## config.mk

```make
export PLATFORM = sky130hd
export DESIGN_NAME = mem_arbiter
export DESIGN_NICKNAME = d
export VERILOG_FILES = /design/src/rtl/mem_pkg.sv /design/src/rtl/arb_timer.sv /design/src/rtl/mem_arbiter.sv
export SDC_FILE = /design/constraint.sdc
export NUM_CORES = 1
export LEC_CHECK = 0
export BUFFER_PORTS_ARGS = -buffer_cell sky130_fd_sc_hd__buf_2
export CAP_MARGIN = 20
export CORE_ASPECT_RATIO = 0.8
export CORE_UTILIZATION = 31
export DETAILED_ROUTE_END_ITERATION = 16
export PLACE_DENSITY_LB_ADDON = 0.3
export SYNTH_ARGS = -nofsm -noshare
export SYNTH_HDL_FRONTEND = slang
export SYNTH_SLANG_ARGS = --single-unit
```

## constraint.sdc

```tcl
create_clock -name clk -period 1.3 [get_ports clk]
set_input_delay 0.065 -clock clk [delete_from_list [all_inputs] [get_ports clk]]
set_output_delay 0.065 -clock clk [all_outputs]
set_load 0.02 [all_outputs]
```

## src/rtl/mem_pkg.sv

```systemverilog
// Shared encodings for the memory arbiter: FSM states, grant owner and access lengths.
package mem_pkg;

    typedef enum logic [1:0] {
        IDLE = 2'd0,
        BUSY = 2'd1,
        RESP = 2'd2
    } state_t;

    typedef enum logic {
        GNT_I = 1'b0,
        GNT_D = 1'b1
    } grant_t;

    localparam logic [1:0] LEN_BYTE   = 2'b00;
    localparam logic [1:0] LEN_HALF   = 2'b01;
    localparam logic [1:0] LEN_WORD   = 2'b10;
    localparam logic [1:0] LEN_DOUBLE = 2'b11;

endpackage

```

## src/rtl/arb_timer.sv

```systemverilog
// BUSY-cycle watchdog: counts enabled cycles since clear and flags the cycle
// in which the count reaches TIMEOUT.
module arb_timer #(
    parameter int unsigned TIMEOUT = 255
) (
    input  logic clk,
    input  logic rst_n,
    input  logic clear,
    input  logic enable,
    output logic expired
);

    localparam int unsigned CW = $clog2(TIMEOUT + 1);

    logic [CW-1:0] count;

    always_ff @(posedge clk or negedge rst_n) begin
        if (!rst_n) begin
            count <= '0;
        end else if (clear) begin
            count <= '0;
        end else if (enable) begin
            count <= count + 1'b1;
        end
    end

    // count holds completed BUSY cycles, so the TIMEOUT-th cycle sees TIMEOUT-1
    assign expired = enable && (count == CW'(TIMEOUT - 1));

endmodule

```

## src/rtl/mem_arbiter.sv

```systemverilog
// Two-requester (instruction/data) arbiter onto a single RAM port with
// round-robin tie-break and a BUSY-cycle timeout.
module mem_arbiter
    import mem_pkg::*;
#(
    parameter int unsigned PLEN    = 64,
    parameter int unsigned DLEN    = 64,
    parameter int unsigned ILEN    = 32,
    parameter int unsigned TIMEOUT = 255
) (
    input  logic            clk,
    input  logic            rst_n,

    input  logic            i_req,
    input  logic [PLEN-1:0] i_addr,
    output logic            i_ack,
    output logic [ILEN-1:0] i_data,
    output logic            i_err,

    input  logic            d_req,
    input  logic [PLEN-1:0] d_addr,
    input  logic [DLEN-1:0] d_wdata,
    input  logic [1:0]      d_len,
    input  logic            d_we,
    output logic            d_ack,
    output logic [DLEN-1:0] d_rdata,
    output logic            d_err,

    output logic            m_req,
    output logic [PLEN-1:0] m_addr,
    output logic [DLEN-1:0] m_wdata,
    output logic [1:0]      m_len,
    output logic            m_we,
    output logic            m_re,
    input  logic            m_ack,
    input  logic [DLEN-1:0] m_rdata
);

    state_t state;
    grant_t grant;
    grant_t last_grant;
    grant_t pick;
    logic   expired;

    arb_timer #(.TIMEOUT(TIMEOUT)) u_timer (
        .clk     (clk),
        .rst_n   (rst_n),
        .clear   (state == IDLE),
        .enable  (state == BUSY),
        .expired (expired)
    );

    always_comb begin
        pick = GNT_I;
        if (i_req && d_req) begin
            pick = (last_grant == GNT_I) ? GNT_D : GNT_I;
        end else if (d_req) begin
            pick = GNT_D;
        end
    end

    always_ff @(posedge clk or negedge rst_n) begin
        if (!rst_n) begin
            state      <= IDLE;
            grant      <= GNT_I;
            last_grant <= GNT_I;
            m_req      <= 1'b0;
            m_addr     <= '0;
            m_wdata    <= '0;
            m_len      <= '0;
            m_we       <= 1'b0;
            m_re       <= 1'b0;
            i_ack      <= 1'b0;
            i_data     <= '0;
            i_err      <= 1'b0;
            d_ack      <= 1'b0;
            d_rdata    <= '0;
            d_err      <= 1'b0;
        end else begin
            case (state)
                IDLE: begin
                    if (i_req || d_req) begin
                        grant      <= pick;
                        last_grant <= pick;
                        m_req      <= 1'b1;
                        state      <= BUSY;
                        if (pick == GNT_D) begin
                            m_addr  <= d_addr;
                            m_wdata <= d_wdata;
                            m_len   <= d_len;
                            m_we    <= d_we;
                            m_re    <= ~d_we;
                        end else begin
                            m_addr  <= i_addr;
                            m_wdata <= '0;
                            m_len   <= LEN_WORD;
                            m_we    <= 1'b0;
                            m_re    <= 1'b1;
                        end
                    end
                end
                BUSY: begin
                    // m_ack wins over an expiry in the same cycle
                    if (m_ack || expired) begin
                        m_req <= 1'b0;
                        state <= RESP;
                        if (grant == GNT_I) begin
                            i_ack  <= 1'b1;
                            i_err  <= ~m_ack;
                            i_data <= m_ack ? m_rdata[ILEN-1:0] : '0;
                        end else begin
                            d_ack <= 1'b1;
                            d_err <= ~m_ack;
                            if (m_re) begin
                                d_rdata <= m_ack ? m_rdata : '0;
                            end
                        end
                    end
                end
                RESP: begin
                    i_ack <= 1'b0;
                    i_err <= 1'b0;
                    d_ack <= 1'b0;
                    d_err <= 1'b0;
                    state <= IDLE;
                end
                default: begin
                    m_req <= 1'b0;
                    state <= IDLE;
                end
            endcase
        end
    end

endmodule

```

==> results.tsv, run 1 <==
stage	metric	value	unit
run_status	status	finished, violations left	
run_status	failing checks	negative setup slack	
placement	HPWL after DPL	26400	microns
placement	GPL Wtd Cong	0.816	
cts	H-tree Lvls	1	
routing	first-pass iteration count of the detailed router	7	
routing	WL per Instance	19.7	microns
global_route	initial antenna violation count	5	
layout	Area Overhead vs Synth	74.3	%
timing	FMAX	0.593	GHz
synth	top post-synthesis cells by area	dfrtp_1 (55%), o21ai_0 (6.2%), mux2i_1 (5.8%)	
floorplanning	Die W	213	microns
cts	Root Buffer	clkbuf_16	
floorplanning	DIE AREA	0.0363	sq mm
synth	synth unique cells	48	
timing	Hold Fails Final Rpt	0	
floorplanning	Initial Util	0.316	
layout	Fillers	2844	
global_route	first-pass GRT wire length	65900	microns
synth	post-synthesis xor/xnor area fraction	0.000795	
setup_path	CP Launch Type	flip-flop	
synth	sequential share of the synthesized area	0.554	
global_route	vias in the first global route	11800	
synth	FFs w/ async S/R, synth	1.00	
cts	CTS Buf Count	28	
synth	Post-Synth Adder-Cell Area	0.00227	
placement	Placed Area	0.0145	sq mm
power	Gate power share	0.508	
floorplanning	Placeable Area	0.0349	sq mm
power	Power Dens Cells	2280	mW/mm^2
synth	Synth warnings	0	
routing	Via density	5.01	
setup_path	WS Path Type	reg -> reg	
synth	area leader, netlist	dfrtp_1	
floorplanning	row cnt	61	
synth	EDFF count, synth	0	
timing	worst slew pin tran	480	ps
synth	post-synthesis compound-gate area fraction	0.220	
cts	worst skew pair latency	560	ps
timing	TNS Setup	-39590	ps
layout	share of layout cells above drive strength 1	0.409	
synth	syn_area_per_cell	10.9	sq um
power	Design Power	0.0438	W
synth	Main synth FF type	dfrtp_1	
layout	final instance area	0.0192	sq mm
power	Clock Power Share	0.180	
synth	mux contribution to synthesized area	0.0592	
timing	Setup WS post-layout	-387	ps
synth	post-synthesis instance area	0.0110	sq mm
synth	largest family of logic cells by synthesized area	compound AO/OA/AOI/OAI gates	
global_route	Global Route Usage Sum	0.232	
timing	Final setup viols	239	
cts	CTS tree	done	
power	LEAKAGE	9.50	nW
synth	flops & latches, synth	244	
setup_path	crit path max fanout	6	
floorplanning	chip height	171	microns
power	sequential power share	0.312	
timing	RSZ-0062 raised after global routing	true	
power	worst vdd rail ir drop	1.12	mV
timing	Slew HR	0.679	
routing	Detail Route Antenna Nets	0	
power	Pint	0.0252	W
timing	Final min period	1690	ps
layout	Layout Nets	2086	
job	max cap viols	0	
synth	Syn Nets	1273	
placement	port buffer count	496	
setup_path	critical path arrival	2080	ps
setup_path	Worst EP required	1690	ps
timing	fin crit share	1.30	
synth	Cells after Synth	1007	
timing	Final Slew Violations	0	
global_route	GRT overflow	0	
routing	WL final	45800	microns
synth	Post-Synth Simple-Gate Area	0.0835	
routing	via count	11600	
cts	clk sinks	244	
routing	drt initial violations	891	
placement	DP Worst Slack	-277	ps
cts	Clock Tree Buf Depth	3	
timing	clock skew	31.8	ps
worst_hold_path	Hold Crit Class	in -> async	
floorplanning	io pins	497	
routing	# DRC	0	
synth	Synth top area share	0.554	
global_route	maximum number of pins on one net before global-route repair	66	
power	sw power	0.0185	W
cts	Worst-path clk slew	70	ps
setup_path	crit path capture type	flip-flop	
power	switching share of power	0.424	
synthesized netlist by cell type, types with 2 or more instances:
| library cell | number |
|---|---|
| dfrtp_1 | 244 |
| o21ai_0 | 136 |
| inv_1 | 100 |
| nand3_1 | 69 |
| a22o_1 | 67 |
| nand2b_1 | 66 |
| o211ai_1 | 65 |
| mux2i_1 | 64 |
| buf_2 | 30 |
| o21ai_1 | 30 |
| a22oi_2 | 29 |
| clkbuf_1 | 27 |
| buf_4 | 17 |
| buf_6 | 11 |
| nand2_1 | 7 |
| nor2_1 | 5 |
| a21oi_1 | 4 |
| a22oi_1 | 3 |
| ha_1 | 2 |
| or3_1 | 2 |
| or4_1 | 2 |
state kept, by name, summed over array words and instances, names as in the netlist, 2 cells and up:
| name | count |
|---|---|
| d_rdata | 64 |
| m_len | 2 |
| m_wdata | 64 |
| state | 2 |
| m_addr | 64 |
| i_data | 32 |
| u_timer.count | 8 |
area by class of cell:
type | instances | area (sq um) | share of cell area
repair buffers | 868 | 6790 | 0.354
flip-flops and latches | 244 | 6110 | 0.318
multi-input cells | 578 | 4400 | 0.229
clock buffers | 36 | 802 | 0.0418
well taps | 472 | 591 | 0.0307
inverters | 100 | 375 | 0.0195
clock inverters | 16 | 125 | 0.00651
diodes | 5 | 12.5 | 0.000651
power by group through the flow:
stage	logic [W]	clock network [W]	registers, W
floorplan	0.00767	0	0.0173
global placement	0.0184	0	0.0132
detailed placement	0.0187	0	0.0134
CTS	0.0208	0.00811	0.0134
global route	0.0237	0.00838	0.0140
finish	0.0222	0.00790	0.0137
through the flow:
| step | util | hold WS, ps | cells |
|---|---|---|---|
| 6_report | 0.551 | 42.3 | 2319 |
| 3_5_place_dp | 0.417 | 20.9 | 1962 |
| 4_1_cts | 0.535 | 4.02 | 2299 |
| 3_3_place_gp | 0.417 | 15.0 | 1962 |
| 2_1_floorplan | - | -231 | 1007 |
| 5_1_grt | 0.551 | 48.1 | 2318 |
critical path, stage by stage (launching register included):
cell     delay (ps)
dfrtp_2         450
a21bo_4         300
buf_6           150
buf_16          140
mux2i_1         120
o21ai_0         370
layout by cell type (no fill, tap or decap), types with 10 or more instances in the layout:
cell           instances
nand3_1               65
nand2b_1              58
buf_2                493
o21ai_2               16
dlygate4sd3_1        260
buf_4                 38
a22oi_2               30
clkinv_2              10
mux2i_1               53
dfrtp_1              242
o211ai_1              65
a22o_1                67
clkbuf_16             38
o21ai_0               43
buf_12                35
inv_1                100
o21ai_1              106
buf_6                 23
cells by family after synthesis:
kind of cell / Yosys count
AO/OA/AOI/OAI: 347
flip-flops: 244
buffers and inverters: 186
AND/OR/NAND/NOR: 162
multiplexers: 65
adder cells (fa/ha/maj): 2
XOR/XNOR: 1
path summary, 6_finish.rpt:
path / slack [ps] / cells past startpoint / start / endpoint
max: -390 / 5 / last_grant / m_addr[18]
min: 40 / 2 / rst_n / i_data[7]
max reg2reg: -390 / 5 / last_grant / m_addr[18]
min reg2reg: 490 / 2 / m_addr[47] / m_addr[47]
max in group asynchronous: 660 / 3 / rst_n / m_addr[0]
min in group clk: 80 / 4 / m_ack / i_data[23]
what timing repair did:
| action | 4_1_cts | 5_1_grt |
|---|---|---|
| gates resized for setup | 48 | 119 |
| hold buffers | 260 | 0 |
| pin swaps | 11 | 20 |
| endpoints found under the hold margin | 472 | 0 |
| setup buffers | 15 | 11 |
| cloned | 11 | 10 |
| endpoints found under the setup margin | 241 | 244 |
per-layer routing:
layer | track usage | vias up | share of wire
met5 | 0 | - | 0.00037
met4 | 0.119 | 2 | 0.051
met3 | 0.0571 | 176 | 0.072
met2 | 0.382 | 605 | 0.48
met1 | 0.281 | 5603 | 0.39
li1 | - | 5231 | -
Note: power is estimated with default switching activity, not from simulation.
==> run 2: changes to the inputs <==
--- a/config.mk
+++ b/config.mk
@@ -5,11 +5,12 @@
 export SDC_FILE = /design/constraint.sdc
 export NUM_CORES = 1
 export LEC_CHECK = 0
+export ABC_CLOCK_PERIOD_IN_PS = 1300
 export BUFFER_PORTS_ARGS = -buffer_cell sky130_fd_sc_hd__buf_2
 export CAP_MARGIN = 20
-export CORE_ASPECT_RATIO = 0.8
-export CORE_UTILIZATION = 31
+export CORE_AREA = 2 2 195 197
 export DETAILED_ROUTE_END_ITERATION = 16
+export DIE_AREA = 0 0 197 199
 export PLACE_DENSITY_LB_ADDON = 0.3
 export SYNTH_ARGS = -nofsm -noshare
 export SYNTH_HDL_FRONTEND = slang
==> run 2 against run 1 <==
- the flow still finishes with violations (negative setup slack)
- routed wire length rose by 7.9%
- core utilization is 0.35 points lower
- hold slack worse by 24 ps
- first-iteration DRC count decreased by 42%
- maximum frequency increased by 5.9%
- setup slack better by 93 ps
- design area rose by 5.8%
==> results.tsv, run 2 (synthesized netlist as in run 1, its figures left out) <==
stage	metric	value	unit	change
routing	WL final	49400	microns	+7.9%
power	LEAKAGE	9.80	nW	+3.2%
layout	most common cell after layout, fill and taps aside	buf_2		
layout	Fillers	3006		+5.7%
placement	port buffer count	496		unchanged
setup_path	worst reg2reg path depth	5		unchanged
global_route	M3 GR Usage	0.0471		-0.00995
global_route	first-pass GRT wire length	69400	microns	+5.4%
setup_path	critical path endpoint	m_addr[47]		
run_status	failing checks	negative setup slack		
routing	Detail Route Antenna Nets	0		unchanged
layout	share of layout cells above drive strength 1	0.457		+0.0485
timing	clock skew	19.7	ps	-12.2 ps
placement	Placed Area	0.0145	sq mm	-0.50%
cts	clk sinks	244		unchanged
timing	Final setup viols	240		+0.42%
setup_path	crit path max fanout	5		-1
layout	final non-filler cell total	2341		+0.95%
floorplanning	Placeable Area	0.0371	sq mm	+6.5%
global_route	global route hottest layer	met2		
layout	commonest non-fill, non-tap cells in the layout	buf_2 (494), dlygate4sd3_1 (261), dfrtp_1 (240), inv_1 (100), o21ai_1 (86)		
placement	number of instances in the placed design	1964		+0.10%
setup_path	RR Endpoint	m_addr[47]		
floorplanning	DIE AREA	0.0392	sq mm	+8.0%
timing	Setup WS post-layout	-294	ps	+93.4 ps
global_route	initial antenna violation count	5		unchanged
power	Power Dens Cells	2340	mW/mm^2	+2.8%
cts	CTS Buf Count	29		+3.6%
layout	Area Overhead vs Synth	84.4	%	
global_route	maximum number of pins on one net before global-route repair	65		-1.5%
routing	# DRC	0		unchanged
setup_path	critical path arrival	2010	ps	-70 ps
layout	register area	0.00611	sq mm	about the same
routing	WL per Instance	21.1	microns	+6.9%
floorplanning	chip height	199	microns	+17%
floorplanning	row cnt	71		+16%
worst_hold_path	Hold Crit Class	in -> async		
setup_path	crit path from	last_grant		
cts	Clock Tree Buf Depth	3		unchanged
global_route	met1 usage	0.273		-0.00718
job	max cap viols	0		unchanged
floorplanning	Die W	197	microns	-7.4%
global_route	routing usage on met2	0.383		+0.00101
routing	Via density	5.02		+0.18%
setup_path	Reg-to-Reg Start	last_grant		
timing	Hold Fails Final Rpt	0		unchanged
floorplanning	Initial Util	0.297		-0.0192
setup_path	CP Launch Type	flip-flop		
timing	FMAX	0.627	GHz	+5.9%
setup_path	reg-to-reg setup timing slack	-290	ps	+90 ps
placement	DP Worst Slack	-335	ps	-57.9 ps
global_route	Global Route Usage Sum	0.228		-0.00396
timing	worst slew pin tran	613	ps	+134 ps
placement	HPWL after DPL	28400	microns	+7.8%
timing	Final min period	1590	ps	-93.4 ps
setup_path	crit path capture type	flip-flop		
setup_path	Worst EP required	1720	ps	+30 ps
setup_path	WS Path Type	reg -> reg		
layout	combined area of the multi-input logic cells	0.00498	sq mm	+13%
floorplanning	io pins	497		unchanged
cts	H-tree Lvls	1		unchanged
routing	drt initial violations	515		-42%
cts	Worst-path clk slew	60	ps	about the same
global_route	GRT overflow	0		unchanged
timing	fin crit share	1.23		-0.0718
placement	GPL Wtd Cong	0.815		about the same
layout	Largest regs	d_rdata: 64 flops, m_addr: 64 flops, m_wdata: 64 flops		
cts	Root Buffer	clkbuf_16		
timing	Slew HR	0.589		-0.0896
global_route	vias in the first global route	11900		+1.2%
timing	Final Slew Violations	0		unchanged
cts	CTS tree	done		
layout	Layout Nets	2107		+1.0%
cts	worst skew pair latency	560	ps	about the same
run_status	status	finished, violations left		
routing	via count	11700		+1.1%
timing	RSZ-0062 raised after global routing	true		
routing	first-pass iteration count of the detailed router	5		-2
power	worst vdd rail ir drop	1.16	mV	+4.2%
timing	TNS Setup	-48040	ps	-8450 ps
layout	final instance area	0.0203	sq mm	+5.8%
-- run 2: changes by cell type in the layout (fill, tap and decap cells not counted), moves of 6 or more --
cell,previous run,this run
o21ai_2,16,62
buf_8,2,11
buf_16,8,14
mux2i_1,53,24
clkinv_2,10,2
mux2i_4,3,31
o21ai_0,43,15
nand2b_4,8,19
o21ai_1,106,86
nand2b_1,58,47
-- run 2: how the worst min path moves through the flow --
| stage | start | endpoint | slack [ps] | cells past startpoint |
|---|---|---|---|---|
| final | rst_n | d_rdata[19] | 20 | 2 |
| after global routing | rst_n | d_rdata[19] | 30 | 2 |
| after CTS | rst_n | d_rdata[17] | 5 | 2 |
| after detailed placement | rst_n | d_rdata[17] | 4 | 1 |
| after global placement | rst_n | d_rdata[17] | -0.8 | 1 |
| after floorplan | rst_n | d_ack | -230 | 0 |
-- run 2: worst max-delay path, cell delays in order, from the launching register on --
cell and delay [ps]:
dfrtp_2 440, a21bo_4 290, bufbuf_16 300, buf_4 140
mux2i_1 170, o21ai_1 110
-- run 2: area by class of cell --
type / count / share of cell area
Timing Repair Buffer: 889 / 0.354
Sequential cell: 244 / 0.301
Multi-Input combinational cell: 577 / 0.245
Clock buffer: 43 / 0.0417
Tap cell: 474 / 0.0292
Inverter: 100 / 0.0185
Clock inverter: 10 / 0.0102
Antenna cell: 4 / 0.000493
-- run 2: metal layers --
layer | share of wire | wire length (microns)
met5 | 0.00028 | 14
met4 | 0.058 | 2850
met3 | 0.073 | 3620
met2 | 0.48 | 23600
met1 | 0.39 | 19300
-- run 2: report_power, final --
part | switching (W) | total, W | internal (W) | leakage (nW)
sequential | 0.00265 | 0.0137 | 0.0111 | 2.81
combinational | 0.0138 | 0.0249 | 0.0111 | 6.48
clock | 0.00333 | 0.00901 | 0.00567 | 0.513
-- run 2: per-stage QoR --
stage / total power, W / utilization / hold slack, ps
2_1_floorplan: 0.0250 / - / -231
5_1_grt: 0.0500 / 0.547 / 30.0
3_3_place_gp: 0.0318 / 0.390 / -0.761
3_5_place_dp: 0.0323 / 0.390 / 3.95
6_report: 0.0476 / 0.547 / 18.2
4_1_cts: 0.0448 / 0.520 / 5.05
-- run 2: timing repair --
action | 4_1_cts | 5_1_grt
setup buffers | 26 | 6
gates cloned | 18 | 17
pin swaps | 27 | 67
endpoints found under the setup margin | 243 | 243
hold buffers | 261 | 0
resized for setup | 122 | 211
endpoints found under the hold margin | 474 | 0
==> run 3: changes to the inputs <==
--- a/config.mk
+++ b/config.mk
@@ -5,6 +5,7 @@
 export SDC_FILE = /design/constraint.sdc
 export NUM_CORES = 1
 export LEC_CHECK = 0
+export ABC_AREA = 1
 export ABC_CLOCK_PERIOD_IN_PS = 1300
 export BUFFER_PORTS_ARGS = -buffer_cell sky130_fd_sc_hd__buf_2
 export CAP_MARGIN = 20
==> run 3 against run 2 <==
- the run still ends with negative setup slack left
- core utilization shrank 5.1 points
- total power shrank 10%
- via count shrank 8.2%
- die area unchanged
- hold slack better by 59 ps
- critical path type unchanged
==> results.tsv, run 3 <==
stage	metric	value	unit	change
floorplanning	Placeable Area	0.0371	sq mm	unchanged
synth	Cells after Synth	985		-2.2%
layout	Largest regs	d_rdata: 64 flops, m_addr: 64 flops, m_wdata: 64 flops		
run_status	status	finished, violations left		
cts	H-tree Lvls	1		unchanged
run_status	failing checks	negative setup slack		
layout	Layout Nets	2071		-1.7%
cts	CTS tree	done		
routing	# DRC	0		unchanged
layout	most common cell after layout, fill and taps aside	buf_2		
timing	clock skew	13.1	ps	-6.62 ps
synth	area leader, netlist	dfrtp_1		
setup_path	Buf+Inv Stages, Crit Path	3		+1
setup_path	crit path cell chain	inv_2 -> ha_4 -> nand3_2 -> nor2_4 -> nand2_2 -> nand2_4 -> nand3_4 -> buf_12 -> clkbuf_16 -> nand2_2 -> o21ai_2		
timing	Final min period	1590	ps	-7.40 ps
cts	Root Buffer	clkbuf_16		
routing	Via density	4.69		-6.6%
timing	fin crit share	1.22		-0.00569
cts	Worst-path clk slew	60	ps	about the same
setup_path	crit path max fanout	8		+3
synth	Syn Nets	1251		-1.7%
worst_hold_path	Hold Crit Class	in -> reg		
synth	Synth top area share	0.597		+0.0431
setup_path	Worst EP required	1750	ps	+30 ps
global_route	maximum number of pins on one net before global-route repair	66		+1.5%
routing	wl on met1	17800	microns	-8.2%
timing	FMAX	0.630	GHz	+0.47%
layout	commonest non-fill, non-tap cells in the layout	buf_2 (495), dlygate4sd3_1 (262), dfrtp_1 (241), nand2_1 (187), o21ai_2 (127)		
floorplanning	Die W	197	microns	unchanged
routing	first-pass iteration count of the detailed router	5		unchanged
routing	Detail Route Antenna Nets	0		unchanged
setup_path	critical path arrival	2040	ps	+30 ps
cts	CTS Buf Count	28		-3.4%
synth	sequential share of the synthesized area	0.597		+0.0431
global_route	GRT overflow	0		unchanged
setup_path	CP delay by family, top	simple AND/OR/NAND/NOR gates		
setup_path	CP Launch Type	flip-flop		
synth	EDFF count, synth	0		unchanged
layout	final instance area	0.0184	sq mm	-9.2%
setup_path	crit path from	u_timer.count[0]		
timing	hold slack	77.3	ps	+59.1 ps
timing	Final setup viols	236		-1.7%
layout	Fillers	3234		+7.6%
timing	Hold Fails Final Rpt	0		unchanged
layout	share of layout cells above drive strength 1	0.479		+0.0216
setup_path	most frequent CP cell	nand2_2		
timing	worst slew pin tran	381	ps	-233 ps
setup_path	CP peak stage delay	390	ps	-50 ps
setup_path	crit path capture type	flip-flop		
power	worst vdd rail ir drop	1.15	mV	-1.1%
layout	Area Overhead vs Synth	80.4	%	
synth	FFs w/ async S/R, synth	1.00		unchanged
synth	flops & latches, synth	244		unchanged
global_route	vias in the first global route	10400		-13%
routing	WL final	44600	microns	-9.7%
routing	via count	10800		-8.2%
timing	Final Slew Violations	0		unchanged
floorplanning	Initial Util	0.275		-0.0214
power	Power Dens Cells	2320	mW/mm^2	-1.2%
synth	top post-synthesis cells by area	dfrtp_1 (60%), nand2_1 (7.9%), o21ai_0 (7.2%)		
placement	port buffer count	496		unchanged
global_route	Global Route Usage Sum	0.192		-0.0353
synth	Synth warnings	0		unchanged
power	LEAKAGE	9.16	nW	-6.6%
floorplanning	row cnt	71		unchanged
cts	worst skew pair latency	570	ps	about the same
placement	Placed Area	0.0135	sq mm	-7.0%
synth	most frequent cell after synthesis	dfrtp_1		
synth	syn_area_per_cell	10.4	sq um	-5.2%
synth	post-synthesis instance area	0.0102	sq mm	-7.2%
global_route	first-pass GRT wire length	58900	microns	-15%
setup_path	Reg-to-Reg Start	u_timer.count[0]		
placement	GPL Wtd Cong	0.813		-0.21%
synth	synth cell count leaders	dfrtp_1 (244), nand2_1 (214), o21ai_0 (147), nor2_1 (76), a22o_1 (65)		
synth	synth unique cells	31		-35%
timing	Setup WS post-layout	-286	ps	+7.40 ps
cts	Clock Tree Buf Depth	3		unchanged
setup_path	WS Path Type	reg -> reg		
floorplanning	chip height	199	microns	unchanged
routing	met2 routed WL	21800	microns	-7.4%
placement	HPWL after DPL	26100	microns	-8.2%
routing	met3 WL	3210	microns	-11%
job	max cap viols	0		unchanged
setup_path	highest-delay cell along the critical path	dfrtp_1		
routing	WL per Instance	19.4	microns	-8.1%
routing	top routing layer in use	met5		
synth	Main synth FF type	dfrtp_1		
timing	RSZ-0062 raised after global routing	true		
worst_hold_path	hold_sp	i_req		
global_route	initial antenna violation count	2		-3
floorplanning	DIE AREA	0.0392	sq mm	unchanged
routing	drt initial violations	481		-6.6%
timing	Slew HR	0.746		+0.157
cts	clk sinks	244		unchanged
floorplanning	io pins	497		unchanged
-- run 3: layout make-up --
| class | instances | area [sq um] | area share |
|---|---|---|---|
| diodes | 1 | 2.50 | 0.000136 |
| clock buffers | 42 | 813 | 0.0441 |
| clock inverters | 10 | 119 | 0.00645 |
| inverters | 15 | 68.8 | 0.00373 |
| multi-input cells | 656 | 3990 | 0.217 |
| flip-flops and latches | 244 | 6110 | 0.331 |
| well taps | 474 | 593 | 0.0322 |
| repair buffers | 860 | 6740 | 0.366 |
-- run 3: final timing paths --
path / end / slack, ps / cells past startpoint
setup reg to reg: d_rdata[34] / -290 / 11
setup / recovery: d_rdata[34] / -290 / 11
max in group asynchronous: m_wdata[57] / 110 / 4
hold reg to reg: i_ack / 470 / 2
hold / removal: last_grant / 80 / 5
min in group asynchronous: i_data[9] / 570 / 3
-- run 3: report_power, final --
group	leakage, nW	internal [W]	switching, W
combinational	5.56	0.00865	0.0125
clock	0.461	0.00472	0.00329
sequential	3.14	0.0112	0.00235
total	9.16	0.0246	0.0182
-- run 3: stage by stage --
stage               setup WS [ps]  instances  total power, W  setup TNS, ps  utilization
floorplan                    -208        985          0.0237         -19180            -
global placement             -272       1937          0.0303         -30970        0.362
detailed placement           -304       1937          0.0305         -36300        0.362
CTS                          -319       2258          0.0399         -38540        0.463
global route                 -378       2301          0.0450         -53720        0.497
finish                       -286       2302          0.0427         -33430        0.497
-- run 3: routing by layer --
layer | global-route usage | vias up
met3 | 0.0422 | 93
li1 | - | 4978
met1 | 0.233 | 5174
met4 | 0.0874 | 2
met5 | 0 | -
met2 | 0.328 | 538
-- run 3: timing repair --
item	CTS	global route
setup buffers	3	14
endpoints found under the setup margin	237	243
gates resized for setup	57	198
endpoints found under the hold margin	475	0
hold buffers	262	0
pin swaps	15	50
gates cloned	4	31
-- run 3: tightest hold or removal path, cell delays in order --
cell and delay (ps):
buf_2 120, o21ai_4 110, clkinv_4 110, buf_6 120, o21ai_0 60
-- run 3: cell families (layout without fill, tap and decap cells) --
family / Yosys count / count (layout) / share of synthesized area
and+or+nand+nor: 350 / 350 / 0.145
other: 0 / 1 / 0
buffers and inverters: 85 / 927 / 0.0559
AOI/OAI and AO/OA: 303 / 303 / 0.198
DFF: 244 / 244 / 0.597
xor gates and xnor gates: 1 / 1 / 0.000857
adders and majority gates: 2 / 2 / 0.00245
